## config.mk

```make
export PLATFORM = sky130hd
export DESIGN_NAME = writeback_slot_scheduler
export DESIGN_NICKNAME = d
export VERILOG_FILES = /design/src/rtl/writeback_slot_scheduler_pkg.sv /design/src/rtl/writeback_slot_scheduler_rr_arbiter.sv /design/src/rtl/writeback_slot_scheduler.sv
export SDC_FILE = /design/constraint.sdc
export NUM_CORES = 1
export LEC_CHECK = 0
export ABC_AREA = 1
export CORE_MARGIN = 4
export CORE_UTILIZATION = 44
export CTS_CLUSTER_SIZE = 16
export DETAILED_ROUTE_END_ITERATION = 12
export GPL_TIMING_DRIVEN = 1
export PLACE_DENSITY_LB_ADDON = 0.3
export SLEW_MARGIN = 20
export SYNTH_ARGS = -nofsm -noshare
export SYNTH_HDL_FRONTEND = slang
export SYNTH_SLANG_ARGS = --single-unit
```

## constraint.sdc

```tcl
create_clock -name clk -period 4.2 [get_ports clk]
set_input_delay 1.26 -clock clk [delete_from_list [all_inputs] [get_ports clk]]
set_output_delay 1.26 -clock clk [all_outputs]
set_load 0.005 [all_outputs]
```

## src/rtl/writeback_slot_scheduler_pkg.sv

```systemverilog
// Shared types and default latencies for the writeback slot scheduler and the
// writeback stage that consumes its reservations.
package writeback_slot_scheduler_pkg;

  localparam int NUM_THREADS         = 4;
  localparam int DEFAULT_SX_LATENCY  = 2;
  localparam int DEFAULT_MEM_LATENCY = 3;
  localparam int DEFAULT_MX_LATENCY  = 6;
  localparam int THREAD_IDX_W        = (NUM_THREADS > 1) ? $clog2(NUM_THREADS) : 1;

  typedef logic [THREAD_IDX_W-1:0] thread_idx_t;

  typedef enum logic [1:0] {
    PIPE_SCYCLE_ARITH = 2'd0,
    PIPE_MEM          = 2'd1,
    PIPE_MCYCLE_ARITH = 2'd2
  } pipeline_sel_t;

endpackage

```

## src/rtl/writeback_slot_scheduler_rr_arbiter.sv

```systemverilog
// Round-robin arbiter: one-hot grant from a request mask, pointer advances past
// the winner when update_lru is strobed.
module writeback_slot_scheduler_rr_arbiter #(
  parameter int NUM_REQUESTERS = 4
) (
  input  logic                      clk,
  input  logic                      reset,
  input  logic [NUM_REQUESTERS-1:0] req_mask,
  input  logic                      update_lru,
  output logic [NUM_REQUESTERS-1:0] grant_oh
);

  localparam int PTR_W = (NUM_REQUESTERS > 1) ? $clog2(NUM_REQUESTERS) : 1;

  logic [PTR_W-1:0]            ptr_q, ptr_d;
  logic [2*NUM_REQUESTERS-1:0] req_dbl;
  logic [2*NUM_REQUESTERS-1:0] gnt_dbl;
  logic [NUM_REQUESTERS-1:0]   req_rot;
  logic [NUM_REQUESTERS-1:0]   gnt_rot;
  logic [PTR_W-1:0]            next_ptr;
  logic                        found;

  // Rotate so the pointer position is bit 0, pick the lowest request, rotate back.
  always_comb begin
    req_dbl  = {req_mask, req_mask} >> ptr_q;
    req_rot  = req_dbl[NUM_REQUESTERS-1:0];
    gnt_rot  = '0;
    found    = 1'b0;
    for (int i = 0; i < NUM_REQUESTERS; i++) begin
      if (!found && req_rot[i]) begin
        found      = 1'b1;
        gnt_rot[i] = 1'b1;
      end
    end
    gnt_dbl  = {gnt_rot, gnt_rot} << ptr_q;
    grant_oh = gnt_dbl[2*NUM_REQUESTERS-1:NUM_REQUESTERS];
  end

  always_comb begin
    next_ptr = ptr_q;
    for (int k = 0; k < NUM_REQUESTERS; k++) begin
      if (grant_oh[k]) begin
        next_ptr = (k == NUM_REQUESTERS - 1) ? '0 : PTR_W'(k + 1);
      end
    end
    ptr_d = (update_lru && found) ? next_ptr : ptr_q;
  end

  always_ff @(posedge clk or posedge reset) begin
    if (reset) begin
      ptr_q <= '0;
    end else begin
      ptr_q <= ptr_d;
    end
  end

endmodule

```

## src/rtl/writeback_slot_scheduler.sv

```systemverilog
// Reserves the shared writeback port: grants at most one thread per cycle whose
// pipeline's writeback cycle is still free, and tracks future reservations.
module writeback_slot_scheduler
  import writeback_slot_scheduler_pkg::*;
#(
  parameter int SX_LATENCY  = DEFAULT_SX_LATENCY,
  parameter int MEM_LATENCY = DEFAULT_MEM_LATENCY,
  parameter int MX_LATENCY  = DEFAULT_MX_LATENCY
) (
  input  logic                   clk,
  input  logic                   reset,
  input  logic [NUM_THREADS-1:0] ts_req_valid,
  input  pipeline_sel_t          ts_req_pipeline [NUM_THREADS],
  input  logic                   ss_hold,
  input  logic                   wb_rollback_en,
  input  thread_idx_t            wb_rollback_thread_idx,
  output logic [NUM_THREADS-1:0] wss_grant_oh,
  output logic                   wss_grant_valid,
  output pipeline_sel_t          wss_grant_pipeline,
  output logic [MX_LATENCY-1:0]  wss_slot_busy,
  output logic                   perf_wb_conflict
);

  localparam logic [MX_LATENCY-1:0] SLOT_ONE = {{(MX_LATENCY-1){1'b0}}, 1'b1};

  // Bit j of the slot vector stands for the cycle j+1 ahead of now.
  function automatic logic [MX_LATENCY-1:0] slot_mask(pipeline_sel_t p);
    int lat;
    case (p)
      PIPE_SCYCLE_ARITH: lat = SX_LATENCY;
      PIPE_MEM:          lat = MEM_LATENCY;
      default:           lat = MX_LATENCY;
    endcase
    return SLOT_ONE << (lat - 1);
  endfunction

  logic [MX_LATENCY-1:0]  slot_q, slot_d;
  logic                   perf_wb_conflict_q, perf_wb_conflict_d;
  logic [NUM_THREADS-1:0] busy_hit;
  logic [NUM_THREADS-1:0] rb_hit;
  logic [NUM_THREADS-1:0] eligible;
  logic [NUM_THREADS-1:0] grant_oh;
  logic                   grant_valid;
  pipeline_sel_t          grant_pipeline;
  logic [MX_LATENCY-1:0]  grant_mask;

  always_comb begin
    busy_hit = '0;
    rb_hit   = '0;
    for (int t = 0; t < NUM_THREADS; t++) begin
      busy_hit[t] = |(slot_q & slot_mask(ts_req_pipeline[t]));
      rb_hit[t]   = wb_rollback_en && (wb_rollback_thread_idx == thread_idx_t'(t));
    end
    eligible = ts_req_valid & ~busy_hit & ~rb_hit & {NUM_THREADS{!ss_hold && !reset}};
  end

  writeback_slot_scheduler_rr_arbiter #(
    .NUM_REQUESTERS (NUM_THREADS)
  ) u_rr_arbiter (
    .clk        (clk),
    .reset      (reset),
    .req_mask   (eligible),
    .update_lru (grant_valid),
    .grant_oh   (grant_oh)
  );

  always_comb begin
    grant_valid    = |grant_oh;
    grant_pipeline = PIPE_SCYCLE_ARITH;
    for (int t = 0; t < NUM_THREADS; t++) begin
      if (grant_oh[t]) begin
        grant_pipeline = ts_req_pipeline[t];
      end
    end
    grant_mask = grant_valid ? slot_mask(grant_pipeline) : '0;
  end

  // Pipelines never stall, so the vector shifts every cycle, held or not.
  always_comb begin
    slot_d             = (slot_q | grant_mask) >> 1;
    perf_wb_conflict_d = !grant_valid && !ss_hold && |(ts_req_valid & ~rb_hit & busy_hit);
  end

  always_ff @(posedge clk or posedge reset) begin
    if (reset) begin
      slot_q             <= '0;
      perf_wb_conflict_q <= 1'b0;
    end else begin
      slot_q             <= slot_d;
      perf_wb_conflict_q <= perf_wb_conflict_d;
    end
  end

  assign wss_grant_oh       = grant_oh;
  assign wss_grant_valid    = grant_valid;
  assign wss_grant_pipeline = grant_pipeline;
  assign wss_slot_busy      = slot_q;
  assign perf_wb_conflict   = perf_wb_conflict_q;

  a_grant_onehot: assert property (@(posedge clk) disable iff (reset)
    $onehot0(wss_grant_oh));
  a_no_double_book: assert property (@(posedge clk) disable iff (reset)
    !(grant_valid && |(slot_q & grant_mask)));

endmodule

```

==> results of run 1 <==
-- Yosys cell counts (all sizes together) (2+ instances only) --
| cell | count | area share [%] |
|---|---|---|
| nand2 | 33 | 16 |
| inv | 20 | 8.7 |
| and2 | 4 | 3.2 |
| nand3b | 4 | 3.9 |
| a31oi | 2 | 1.4 |
| buf | 3 | 2.6 |
| dfrtp | 8 | 23 |
| nand3 | 32 | 21 |
| nor2 | 13 | 8.6 |
| o21ai | 4 | 3.2 |
| nand4 | 3 | 2.2 |
| clkbuf | 2 | 3.2 |
-- logic make-up after synthesis --
group                  after synthesis
flip-flops                           8
AND/OR/NAND/NOR                     89
AO/OA/AOI/OAI                        8
buffers and inverters               25
other                                1
-- repair_timing --
action                                  4_1_cts
pin swaps                                    33
gates resized for setup                      98
cloned                                        0
setup buffers                                47
endpoints found under the setup margin        7
-- metrics by stage --
stage,util [%],setup WS (ps)
2_1_floorplan,-,433
3_5_place_dp,70.9,-741
3_3_place_gp,70.9,-647
4_1_cts,96.6,-11.5
==> qor.yml, run 1 <==
synth:
  synth_top_family_by_area: "simple AND/OR/NAND/NOR gates"
  avgSynthCellArea_um2: 6.59
  synthMuxAreaShare_pct: 0
  yosysUniqueCellTypes: 24
  synth_ff_type: "dfrtp_1"
  ys_ff_latch: 8
  synth_edf_count: 0
  ys_async_sr_fraction_pct: 100
  yosys.area_share.simple_pct: 55.1
  synth_xor_area_share_pct: 0
  syn_area_um2: 863
  synth_seq_area_share_pct: 23.2
  synthAdderAreaFrac_pct: 0
  synth-compound-area-share_pct: 6.81
  ys_warn_count: 0
  postSynthCellCount: 131
  synth_fp_nets: 149
placement:
  place_congestion: 0.882
  place.detailed.hpwl_um: 2020
  dpl.cell_count: 197
  dpl-instance-area_um2: 1260
  numPortBuffers: 30
outcome:
  status: "did not finish"
  stop_error: "[ERROR DPL-0038] Utilization greater than 100%, impossible to legalize"
  lastStage: "global routing (5_1_grt)"
clock_tree:
  cts_root_buf: "clkbuf_4"
  cts_buffer_depth: 2
  htreeDepth: 1
  hold_buffers: 0
  numCtsBuffers: 3
  numClockSinks: 8
timing:
  crit_endpoint: "wss_grant_pipeline[0]"
  worst-endpoint-pin-kind: "primary output"
grt:
  grt_max_degree: 10
die:
  fp.dieW_um: 52.3
  rows: 15
  io-pin-count: 32
  start_util_pct: 48.4
  die_h_um: 52.3
==> run 2, diff against run 1 <==
--- a/config.mk
+++ b/config.mk
@@ -6,12 +6,11 @@
 export NUM_CORES = 1
 export LEC_CHECK = 0
 export ABC_AREA = 1
-export CORE_MARGIN = 4
-export CORE_UTILIZATION = 44
-export CTS_CLUSTER_SIZE = 16
+export CORE_AREA = 4 4 65 67
 export DETAILED_ROUTE_END_ITERATION = 12
+export DIE_AREA = 0 0 69 71
 export GPL_TIMING_DRIVEN = 1
-export PLACE_DENSITY_LB_ADDON = 0.3
+export PLACE_DENSITY_LB_ADDON = 0.15
 export SLEW_MARGIN = 20
 export SYNTH_ARGS = -nofsm -noshare
 export SYNTH_HDL_FRONTEND = slang
==> qor.yml, run 2 <==
setup_path:
  cp_top_family: "simple AND/OR/NAND/NOR gates"
  cp-startpoint: "ts_req_valid[0]"
  crit_path_cell_trace: "clkdlybuf4s15_1, nand3_2, o21bai_2, nand3_1, and2_4, nand3b_1, and2_4, nand2_4, nand2_4, buf_6, nor2_4, nor2_4, inv_2, buf_6"
  crit_buf_inv: 4
  cp-end-kind: "output pin"
  cp.arrival_ps: 2970
  slowest_stage: "clkdlybuf4s15_1"
  crit_fanout: 5
  crit_type: "in2out"
  timing.rr.start: "u_rr_arbiter.ptr_q[1]"
  slowest_delay_ps: 270
  required_ps: 2940
  cp-start-kind: "input port"
finish:
  largest_reg_flops: 5
  layout-area-overhead-vs-synth_pct: 124
  drive_gt1_share_pct: 69.5
  final_common_cell: "buf_4"
  final_nets: 246
  insertedDiodeCount: 0
  mostFrequentLayoutCells: "61 x buf_4, 20 x nand3_2, 14 x nand2_2, 14 x nand2_1"
  final.fill_count: 343
die:
  start_util_pct: 23.8
  rows: 22
  dieArea_um2: 4900
  io-pin-count: 32
  fp.dieW_um: 69
  core_um2: 3630
  die_h_um: 71
synth:
  postSynthCellCount: 131
  syn_area_um2: 863
  synth_largest_area_cell: "dfrtp_1"
  synthTopCellsByArea: "dfrtp_1 23%, nand3_1 16%, nand2_1 12%"
  yosysUniqueCellTypes: 24
  ys_ff_latch: 8
  synth_top_cell_area_share_pct: 23.2
  avgSynthCellArea_um2: 6.59
  synth_common_cells: "28 x nand2_1, 28 x nand3_1, 12 x inv_1"
  synth_seq_area_share_pct: 23.2
  ys_warn_count: 0
  ys_async_sr_fraction_pct: 100
  synth_fp_nets: 149
  synth_ff_type: "dfrtp_1"
  synth_edf_count: 0
timing:
  hold_violations: 0
  grt_setup_unrepaired: "yes"
  setup_violations: 2
  tns_ps: -39.9
  skew_ps: 2.24
  clock.fmax_mhz: 237
  slew_violations: 0
  setup_slack_ps: -26.5
  finalCritPeriodShare_pct: 101
  min_period_ps: 4230
  hold_slack_ps: 376
grt:
  grt_pass1_wl_um: 6110
  grt_max_degree: 10
  antenna_found_initial: 0
  grtUsageMet2_pct: 28.1
  gr-total-overflow: 0
  grt.total_usage_pct: 15.3
  busiest_layer: "met2"
  met1_usage_pct: 18.1
  gr-usage-met3_pct: 1.99
  grt_pass1_vias: 1340
clock_tree:
  numCtsBuffers: 3
  clock_latency_ps: 230
  cts_tree: "done"
  cts.clk_slew.worst_paths_ps: 50
  hold_buffers: 0
  cts_buffer_depth: 2
  htreeDepth: 1
  numClockSinks: 8
  cts_root_buf: "clkbuf_8"
detailed_routing:
  wire_per_inst_um: 13.6
  drtAntennaViolNets: 0
  first_pass_iters: 4
  num_vias: 1242
  drt_iter0_markers: 74
  post-route-drc-count: 0
  wirelength_um: 3710
  vias_per_cell: 4.53
pwr:
  p_per_area_nw_per_um2: 752
  peakVddDrop_uv: 467
  power.leakage_nw: 0.981
outcome:
  violations: "negative setup slack"
  status: "finished, violations left"
flow_run:
  maxCapViolCount: 0
placement:
  place.detailed.hpwl_um: 2160
  numPortBuffers: 30
  place_congestion: 0.785
min_path:
  min_path_type: "reg2reg"
  hp-start: "wss_slot_busy[4]"
-- run 2: cell counts after synthesis --
Identical to the previous run, type by type.
-- run 2: report_power, final --
part           internal [mW]  switching (mW)  total [mW]
Sequential             0.115          0.0557       0.171
Clock                 0.0625          0.0345      0.0970
Combinational          0.638           0.544        1.18
Total                  0.816           0.634        1.45
-- run 2: cells by family after synthesis --
family,synth area share (%)
and+or+nand+nor,55.1
buffers and inverters,14.5
AOI/OAI and AO/OA,6.81
DFF,23.2
other,0.434
-- run 2: layout make-up --
class / count / area (um2) / share of cell area [%]
Timing Repair Buffer: 97 / 800 / 41.4
Multi-Input combinational cell: 98 / 754 / 39.1
Sequential cell: 8 / 200 / 10.4
Inverter: 20 / 75.1 / 3.89
Tap cell: 48 / 60.1 / 3.11
Clock buffer: 3 / 41.3 / 2.14
-- run 2: worst paths after layout --
path | end | slack [ps] | cells after the start
max reg2reg | wss_slot_busy[1] | 700 | 24
max in group asynchronous | wss_slot_busy[1] | 2970 | 2
min | wss_slot_busy[3] | 380 | 0
max | wss_grant_pipeline[0] | -30 | 14
min reg2reg | wss_slot_busy[3] | 380 | 0
min in group asynchronous | perf_wb_conflict | 980 | 2
-- run 2: stage by stage --
step                util (%)  power (mW)  instance area, um2  worst slack [ps]  cells
floorplan                  -       0.573                 863               433    131
detailed placement      36.4       0.902                1320              -719    224
finish                  53.1        1.45                1930             -26.5    274
global placement        36.4       0.901                1320              -699    224
CTS                     49.6        1.27                1800             -56.8    274
global route            53.1        1.55                1930              -179    274
-- run 2: what timing repair did --
action,CTS,global route
pin swaps,32,26
endpoints found under the setup margin,7,11
gates resized for setup,114,37
hold endpoints to repair,0,0
buffers inserted,47,4
-- run 2: metal layers --
layer  vias up  share of wire [%]
met1       577                 42
met2        42                 53
met5         -                  0
met3        10                3.7
li1        613                  -
met4         0                1.9
Note: power is estimated with default switching activity, not from simulation.
